### config.mk
export PLATFORM = sky130hd
export DESIGN_NAME = wb_conbus_rr
export DESIGN_NICKNAME = d
export VERILOG_FILES = /design/src/rtl/wb_conbus_pkg.sv /design/src/rtl/wb_rr_arbiter.sv /design/src/rtl/wb_conbus_rr.sv
export SDC_FILE = /design/constraint.sdc
export NUM_CORES = 1
export LEC_CHECK = 0
export ABC_AREA = 0
export BUFFER_PORTS_ARGS = -buffer_cell sky130_fd_sc_hd__buf_4
export CORE_AREA = 3 3 153 155
export CTS_CLUSTER_SIZE = 24
export DETAILED_ROUTE_END_ITERATION = 16
export DIE_AREA = 0 0 156 158
export SLEW_MARGIN = 30
export SYNTH_ARGS = -nofsm -noshare
export SYNTH_HDL_FRONTEND = slang
export SYNTH_SLANG_ARGS = --single-unit
### constraint.sdc
create_clock -name clk -period 3.18 [get_ports clk]
set_clock_uncertainty 0.05 [all_clocks]
set_input_delay 0.636 -clock clk [delete_from_list [all_inputs] [get_ports clk]]
set_output_delay 0.636 -clock clk [all_outputs]
set_load 0.02 [all_outputs]
### src/rtl/wb_conbus_pkg.sv
// Shared definitions for the round-robin Wishbone shared-bus interconnect:
// arbiter state encoding and the round-robin pick helper.
package wb_conbus_pkg;

   localparam logic [0:0] ST_IDLE = 1'b0;
   localparam logic [0:0] ST_OWN  = 1'b1;

   // One-hot grant for the first set bit of req scanning upward from last+1.
   // Unused upper request bits must be zero; the 3-bit wrap then matches mod N_M.
   function automatic logic [7:0] rr_pick(input logic [7:0] req, input logic [2:0] last);
      logic [7:0] g;
      logic [2:0] idx;
      g = '0;
      for (int k = 8; k >= 1; k--) begin
         idx = last + 3'(k);
         if (req[idx]) begin
            g = '0;
            g[idx] = 1'b1;
         end
      end
      return g;
   endfunction

endpackage

### src/rtl/wb_rr_arbiter.sv
// Round-robin bus-ownership arbiter: grants one cyc requester from IDLE and
// holds the grant until the owner drops cyc, then inserts one IDLE cycle.
module wb_rr_arbiter
   import wb_conbus_pkg::*;
#(
   parameter int N_M = 2
) (
   input  logic           clk,
   input  logic           reset_n,
   input  logic [N_M-1:0] req,
   output logic [N_M-1:0] grant,
   output logic [0:0]     state
);

   logic [2:0] last;
   logic [7:0] pick;
   logic [2:0] pick_idx;

   assign pick = rr_pick(8'(req), last);

   always_comb begin
      pick_idx = '0;
      for (int i = 0; i < 8; i++) begin
         if (pick[i]) pick_idx = 3'(i);
      end
   end

   always_ff @(posedge clk or negedge reset_n) begin
      if (!reset_n) begin
         state <= ST_IDLE;
         grant <= '0;
         last  <= 3'(N_M - 1);
      end else if (state == ST_IDLE) begin
         if (|req) begin
            state <= ST_OWN;
            grant <= pick[N_M-1:0];
            last  <= pick_idx;
         end
      end else if (!(|(req & grant))) begin
         state <= ST_IDLE;
         grant <= '0;
      end
   end

endmodule

### src/rtl/wb_conbus_rr.sv
// N_M x N_S shared-bus Wishbone interconnect: round-robin ownership, base/mask
// decode, err for unmapped addresses and a watchdog that errs out hung strobes.
module wb_conbus_rr
   import wb_conbus_pkg::*;
#(
   parameter int                N_M     = 2,
   parameter int                N_S     = 4,
   parameter logic [N_S*32-1:0] S_BASE  = {N_S{32'h0}},
   parameter logic [N_S*32-1:0] S_MASK  = {N_S{32'hF0000000}},
   parameter int                TIMEOUT = 255,
   parameter int                TW      = 8
) (
   input  logic              clk,
   input  logic              reset_n,
   input  logic [N_M*32-1:0] m_adr_i,
   input  logic [N_M*32-1:0] m_dat_i,
   input  logic [N_M*4-1:0]  m_sel_i,
   input  logic [N_M-1:0]    m_we_i,
   input  logic [N_M-1:0]    m_cyc_i,
   input  logic [N_M-1:0]    m_stb_i,
   output logic [31:0]       m_dat_o,
   output logic [N_M-1:0]    m_ack_o,
   output logic [N_M-1:0]    m_err_o,
   output logic [N_M-1:0]    m_rty_o,
   output logic [31:0]       s_adr_o,
   output logic [31:0]       s_dat_o,
   output logic [3:0]        s_sel_o,
   output logic              s_we_o,
   output logic [N_S-1:0]    s_cyc_o,
   output logic [N_S-1:0]    s_stb_o,
   input  logic [N_S*32-1:0] s_dat_i,
   input  logic [N_S-1:0]    s_ack_i,
   input  logic [N_S-1:0]    s_err_i,
   input  logic [N_S-1:0]    s_rty_i,
   output logic [N_M-1:0]    grant_o,
   output logic              timeout_o
);

   localparam logic [TW-1:0] WD_LAST = TW'((TIMEOUT == 0) ? 0 : TIMEOUT - 1);

   logic [N_M-1:0] grant;
   logic [0:0]     state;
   logic           own;

   wb_rr_arbiter #(.N_M(N_M)) u_arb (
      .clk     (clk),
      .reset_n (reset_n),
      .req     (m_cyc_i),
      .grant   (grant),
      .state   (state)
   );

   assign own     = (state == ST_OWN);
   assign grant_o = grant;

   // Owner mux; grant is all-zero in IDLE so every forwarded field reads 0 there.
   logic [31:0] o_adr, o_dat;
   logic [3:0]  o_sel;
   logic        o_we, o_cyc, o_stb;

   always_comb begin
      o_adr = '0;
      o_dat = '0;
      o_sel = '0;
      o_we  = 1'b0;
      o_cyc = 1'b0;
      o_stb = 1'b0;
      for (int i = 0; i < N_M; i++) begin
         if (grant[i]) begin
            o_adr = m_adr_i[32*i +: 32];
            o_dat = m_dat_i[32*i +: 32];
            o_sel = m_sel_i[4*i +: 4];
            o_we  = m_we_i[i];
            o_cyc = m_cyc_i[i];
            o_stb = m_stb_i[i];
         end
      end
   end

   // Descending scan so the lowest matching slave index wins on overlap.
   logic [N_S-1:0] sel;
   logic           mapped;

   always_comb begin
      sel = '0;
      for (int j = N_S - 1; j >= 0; j--) begin
         if (own && ((o_adr & S_MASK[32*j +: 32]) == S_BASE[32*j +: 32])) begin
            sel    = '0;
            sel[j] = 1'b1;
         end
      end
      mapped = |sel;
   end

   assign s_adr_o = o_adr;
   assign s_dat_o = o_dat;
   assign s_sel_o = o_sel;
   assign s_we_o  = o_we;
   assign s_cyc_o = {N_S{o_cyc}} & sel;
   assign s_stb_o = {N_S{o_stb}} & sel;

   logic [31:0] r_dat;
   logic        r_ack, r_err, r_rty;

   always_comb begin
      r_dat = '0;
      r_ack = 1'b0;
      r_err = 1'b0;
      r_rty = 1'b0;
      for (int j = 0; j < N_S; j++) begin
         if (sel[j]) begin
            r_dat = s_dat_i[32*j +: 32];
            r_ack = s_ack_i[j];
            r_err = s_err_i[j];
            r_rty = s_rty_i[j];
         end
      end
   end

   logic [TW-1:0] wd_cnt;
   logic          err_pend;
   logic          wd_run, wd_exp;

   // A response in the expiry cycle drops wd_run, so the slave always wins.
   assign wd_run = o_stb & mapped & ~(r_ack | r_err | r_rty);
   assign wd_exp = (TIMEOUT != 0) && wd_run && (wd_cnt == WD_LAST);

   always_ff @(posedge clk or negedge reset_n) begin
      if (!reset_n) begin
         wd_cnt   <= '0;
         err_pend <= 1'b0;
      end else begin
         wd_cnt   <= (wd_run && !wd_exp) ? wd_cnt + TW'(1) : '0;
         err_pend <= err_pend ? 1'b0 : (o_stb & ~mapped);
      end
   end

   assign m_dat_o   = r_dat;
   assign m_ack_o   = {N_M{r_ack}} & grant;
   assign m_rty_o   = {N_M{r_rty}} & grant;
   assign m_err_o   = {N_M{r_err | err_pend | wd_exp}} & grant;
   assign timeout_o = wd_exp;

endmodule
# After elaboration in Yosys (flattened, before gate mapping)
# Index checks and enable logic that the tools add are counted.
[word_totals]
input_bits = 284
wordCells = 150
out_inout_bits = 118
ff_bits = 15
[classes]
eq_ne = 2
n_lt_le_gt_ge = 16
reduce_logical = 19
add_sub_neg = 8
bitwise_logic = 16
mux = 84
[op_table]
columns = ["operator", "count"]
rows = [
  ["two-way mux 32 bit", 8],
  ["two-way mux 8 bit", 9],
  ["two-way mux 1 bit", 40],
  ["logical NOT 32 bit", 1],
  ["< comparator 3 x 4 -> 1 bit (second input constant)", 8],
  ["binary-select mux 1 bit (select 3 bit)", 8],
  ["demux 1 bit (select 3 bit)", 8],
  ["greater-or-equal comparator 3 x 1 -> 1 bit (second input constant)", 8],
  ["two-way mux 3 bit", 6],
  ["adder 3 bit (second input constant)", 4],
  ["logical AND 1 bit", 11],
  ["adder 8 x 1 -> 8 bit (second input constant)", 1],
  ["bitwise AND 2 bit", 4],
  ["bitwise AND 4 bit", 2],
  ["equality test 8 bit (second input constant)", 1],
  ["two-way mux 4 bit", 2],
  ["adder 3 x 2 -> 3 bit (second input constant)", 2],
  ["two-way mux 2 bit", 3],
  ["bitwise OR 1 bit", 4],
  ["AND reduction 2 bit", 2],
  ["OR reduction 2 bit", 2],
  ["OR reduction 4 bit", 1],
  ["adder 3 x 1 -> 3 bit (second input constant)", 1],
  ["bitwise AND 1 bit", 3],
  ["other kinds (4)", 6],
]

# Depth between registers and ports, before layout
[depth]
ltp_word = 19
ltp_mapped = 10
ltp_nobuf = 8

# By module
# A second synthesis with hierarchy kept.
[hier_totals]
hier_cells = 347
hier_area_um2 = 2720.1
[by_module_without_submodules]
columns = ["module", "cells_per_inst", "seq_area_each_um2", "instances", "area_per_inst_um2"]
rows = [
  ["wb_conbus_rr", 203, 225.2, 1, 1607.8],
  ["wb_rr_arbiter", 144, 151.4, 1, 1112.3],
]

# Worst setup path before layout
# Ideal clock, no wire load.
[synth_path]
kind = "register to output"
start = "reg u_arb.grant[1]"
end = "out m_err_o[0]"
arrival_ns = 2.330
path_slack_ns = 0.164
required_ns = 2.494
path_stages_with_launch = 9
path_cell_list = "dfrtp_1 -> buf_2 -> nor2b_1 -> clkbuf_1 -> a22o_1 -> nor4_2 -> and4bb_2 -> a211oi_1 -> nor2b_1"
[synth_between]
elab_chain_len = 15
elab_cells_between_ends = 27
[synth_rtl]
columns = ["element", "line", "rtl"]
rows = [
  ["from (decl)", "wb_rr_arbiter.sv:11", "output logic [N_M-1:0] grant,"],
  ["from (signal assigned)", "wb_rr_arbiter.sv:36", "grant <= pick[N_M-1:0];"],
  ["two-way mux 32 bit (*)", "wb_conbus_rr.sv:69", "if (grant[i]) begin"],
  ["named net s_adr_o[28]", "wb_conbus_rr.sv:25", "output logic [31:0] s_adr_o,"],
  ["logical NOT 32 bit (*)", "wb_conbus_rr.sv:87", "if (own && ((o_adr & S_MASK[32*j +: 32]) == S_BASE[32*j +: 32])) begin"],
  ["logical AND 1 bit (*)", "wb_conbus_rr.sv:87", ""],
  ["two-way mux 1 bit (*)", "wb_conbus_rr.sv:87", ""],
  ["two-way mux 1 bit (4 in a row)", "wb_conbus_rr.sv:111", "if (sel[j]) begin"],
  ["bitwise OR 1 bit (2 in a row)", "wb_conbus_rr.sv:125", "assign wd_run = o_stb & mapped & ~(r_ack | r_err | r_rty);"],
  ["NOT 1 bit", "wb_conbus_rr.sv:125", ""],
  ["bitwise AND 1 bit (*)", "wb_conbus_rr.sv:125", ""],
  ["logical AND 1 bit (*)", "wb_conbus_rr.sv:126", "assign wd_exp = (TIMEOUT != 0) && wd_run && (wd_cnt == WD_LAST);"],
  ["named net timeout_o", "wb_conbus_rr.sv:36", "output logic timeout_o"],
  ["bitwise OR 1 bit (*)", "wb_conbus_rr.sv:141", "assign m_err_o = {N_M{r_err | err_pend | wd_exp}} & grant;"],
  ["bitwise AND 2 bit (*)", "wb_conbus_rr.sv:141", ""],
  ["to (decl)", "wb_conbus_rr.sv:23", "output logic [N_M-1:0] m_err_o,"],
]
# The timed path passes the listed nets; every way through them passes the cells marked *.

# Worst setup path after layout
[layout_path]
start = "reg u_arb.grant[1]"
end = "out m_err_o[0]"
[layout_between]
elab_chain_len = 15
elab_cells_between_ends = 27
[layout_rtl]
columns = ["element", "line"]
rows = [
  ["two-way mux 32 bit", "wb_conbus_rr.sv:69"],
  ["logical NOT 32 bit", "wb_conbus_rr.sv:87"],
  ["logical AND 1 bit", "wb_conbus_rr.sv:87"],
  ["two-way mux 1 bit", "wb_conbus_rr.sv:87"],
  ["two-way mux 1 bit (4 in a row)", "wb_conbus_rr.sv:111"],
  ["bitwise OR 1 bit (2 in a row)", "wb_conbus_rr.sv:125"],
  ["NOT 1 bit", "wb_conbus_rr.sv:125"],
  ["bitwise AND 1 bit", "wb_conbus_rr.sv:125"],
  ["logical AND 1 bit", "wb_conbus_rr.sv:126"],
  ["bitwise OR 1 bit (*)", "wb_conbus_rr.sv:141"],
  ["bitwise AND 2 bit (*)", "wb_conbus_rr.sv:141"],
]
# Every way passes the cells marked *; elsewhere a longest branch is shown, timed or not.

==> impl_metrics.toml <==
[clock_network]
cts_made_buffers = 3
worstSkewPairLatency_ns = 0.25
clock_path_buffers = 2
cts_max_level = 1
cts_tree = "done"
ctsHoldBuffers = 0
path_clk_slew_ns = 0.05
root_buffer = "clkbuf_16"
cts_sinks = 15
post_cts_resized = 0
post-cts-setup-buffers = 0

[cells_and_area]
fin_cells = 887
drive_gt1_frac = 0.539
nets = 900
postLayoutCoreUtil = 0.233
fin_area_mm2 = 0.00511
synthToLayoutAreaGrowth_pct = 105
n_antenna_cell = 0
seq_area_um2 = 378
multi_input_area_mm2 = 0.00196
fillers = 2382

[routing]
drc = 0
vias_per_cell = 4.12
drt_iter0_drc = 241
wl_um = 13500
wl_per_cell_um = 15.2
vias = 3652
firstDrtPassIters = 4
antenna_left = 0

[global_route]
grt.total_usage = 0.0939
grt_pass1_wl_um = 18800
grt_pass1_vias = 3503
grt-ovfl-total = 0
antenna_found_initial = 0
grt_max_degree = 68

[worst_setup_path]
slowest_stage = "dfrtp_2"
path_buf_inv = 1
cp.required_ns = 2.49
cp_cell_sequence = "nor2b_4, a22oi_1, and4bb_2, a211oi_1, nor2b_1, buf_4"
path_delay_family = "compound AO/OA/AOI/OAI gates"
path_max_fanout = 16
critPathLaunch = "u_arb.grant[1]"
slowest_delay_ns = 0.54
cp-end-kind = "output pin"
r2r_slack_ns = 0.53
worstReg2RegStart = "u_arb.last[0]"
crit_path_start_kind = "register"
crit_type = "reg -> out"
arrival_ns = 2.16

[timing]
drv_slew = 0
finalHoldViolCount = 0
worst_pin_slew_ns = 0.673
maxSlewHeadroom = 0.552
min_period_over_period = 0.895
finalSetupViolCount = 0
max_freq_mhz = 351
whs_ns = 0.185
period_needed_ns = 2.85
finalSetupTns_ns = 0
rsz0062_at_grt = "no"

[synthesis]
synth-async-reset-ratio = 1.00
syn_inst = 323
synthSimpleGateAreaFrac = 0.276
synthAdderAreaFrac = 0.0401
yosysSeqAreaShare = 0.151
synth_edf_count = 0
synth_compound_area_frac = 0.397
netlist_area_mm2 = 0.00249
synth-xor-area-share = 0.0351
ys_ff_latch = 15
yosysUniqueCellTypes = 60
synth_mux_area_frac = 0.0196
ys_warn_count = 0
synth_area_per_cell_um2 = 7.72
synth_top_family_by_area = "compound AO/OA/AOI/OAI gates"
ys.flop_type = "dfrtp_1"

[place]
post_dp_cell_area_mm2 = 0.00503
io_buffers = 290
dp.cells = 883
dp_hpwl_um = 11400
globalplace.congestion = 0.840

[floorplanning]
dieWidth_um = 156
io_pins = 402
dieArea_mm2 = 0.0246
row_count = 54
initial_core_util = 0.114
die_h_um = 158
core_area_mm2 = 0.0220

[power_and_ir_drop]
power_leakage_nw = 2.54
power_density_mw_per_mm2 = 754
ir_drop_v = 0.000229

[run]
cap_violations = 0

[run_status]
status = "finished, final reports clean"

[min_path]
hp-class = "in -> async"
-- cells by family (layout without fill, tap and decap cells) --
| logic type | count (synthesis) | after routing |
|---|---|---|
| other cells | 1 | 6 |
| xor+xnor | 10 | 10 |
| simple gates | 126 | 126 |
| flops | 15 | 15 |
| buf+inv | 41 | 320 |
| fa+ha+maj | 8 | 8 |
| mux | 3 | 3 |
| compound gates | 119 | 119 |
-- through the flow --
stage,worst slack (ns),power (mW)
4_1_cts,0.259,3.86
3_3_place_gp,0.466,3.61
6_report,0.334,3.85
2_1_floorplan,0.164,2.28
3_5_place_dp,0.443,3.60
5_1_grt,0.0925,4.13
-- Yosys cell counts, drive strengths merged (4+ instances only) --
| cell | n | area [µm²] |
|---|---|---|
| buf | 14 | 96.3 |
| nor3 | 7 | 40.0 |
| a21oi | 8 | 40.0 |
| nor2b | 6 | 37.5 |
| a22oi | 5 | 37.5 |
| a22o | 68 | 596 |
| xor2 | 7 | 61.3 |
| or3 | 4 | 25.0 |
| ha | 8 | 100 |
| a311oi | 4 | 47.6 |
| and3 | 7 | 43.8 |
| dfrtp | 14 | 350 |
| nor2 | 24 | 90.1 |
| o21ai | 6 | 30.0 |
| nand2 | 20 | 77.6 |
| inv | 7 | 26.3 |
| and2 | 34 | 213 |
| nand3 | 12 | 60.1 |
| clkbuf | 19 | 71.3 |
-- worst reg2reg max path, delay by kind of cell (launching register included) --
| kind | cells | cell delay, ns |
|---|---|---|
| buffers and inverters | 2 | 0.24 |
| AO/OA/AOI/OAI | 4 | 1.19 |
| flip-flops | 1 | 0.53 |
| adder cells (fa/ha/maj) | 1 | 0.24 |
| XOR/XNOR | 1 | 0.17 |
| AND/OR/NAND/NOR | 1 | 0.13 |
-- cell usage in the layout, fill, tap and decap left out, types with 2 or more instances in the layout --
cell type    n
a311oi_1     2
conb_1       6
or3_1        4
nand3_1     12
ha_1         8
nor3_1       6
nor2b_1      5
xnor2_1      3
nand2_1     19
a211oi_1     2
a31oi_1      3
clkbuf_16    3
a22o_1      68
o21ai_0      6
a41oi_1      2
and2_1      34
buf_4      308
a21o_1       3
a22oi_1      5
and3_1       7
a311oi_2     2
a32oi_1      2
dfrtp_1     13
o2111ai_1    2
xor2_1       7
a21oi_1      8
inv_1        7
nor2_1      24
nand2b_1     3
o31ai_1      3
-- sequential cells by signal, indices dropped and copies added, names as in the netlist --
register,flops
err_pend,1
wd_cnt,8
u_arb.last,3
u_arb.grant,2
u_arb.state,1
-- power breakdown --
part | switching, mW | internal [mW] | total [mW]
logic | 1.84 | 1.46 | 3.30
registers | 0.0652 | 0.237 | 0.302
clock network | 0.0766 | 0.169 | 0.246
-- cell type report --
cell class              count  area share
clock buffers               3      0.0147
clock inverters             1     0.00147
inverters                   8     0.00588
multi-input cells         272       0.383
flip-flops and latches     15      0.0740
well taps                 280      0.0686
repair buffers            308       0.453
-- worst paths after layout --
check,depth (start not counted),endpoint
worst max-delay path,6,m_err_o[0]
worst min-delay path,1,u_arb.last[2]
worst max register to register,9,u_arb.grant[0]
worst min register to register,1,err_pend
max in group asynchronous,1,u_arb.last[0]
min in group clk,1,err_pend
-- per-layer routing --
| metal | vias to the layer above | GRT usage | share of wire |
|---|---|---|---|
| met4 | 0 | 0.0114 | 0.0039 |
| met5 | - | 0 | 0 |
| met1 | 1657 | 0.127 | 0.40 |
| met2 | 204 | 0.160 | 0.51 |
| met3 | 6 | 0.0178 | 0.078 |
| li1 | 1785 | - | - |
Note: power is estimated with default switching activity, not from simulation.
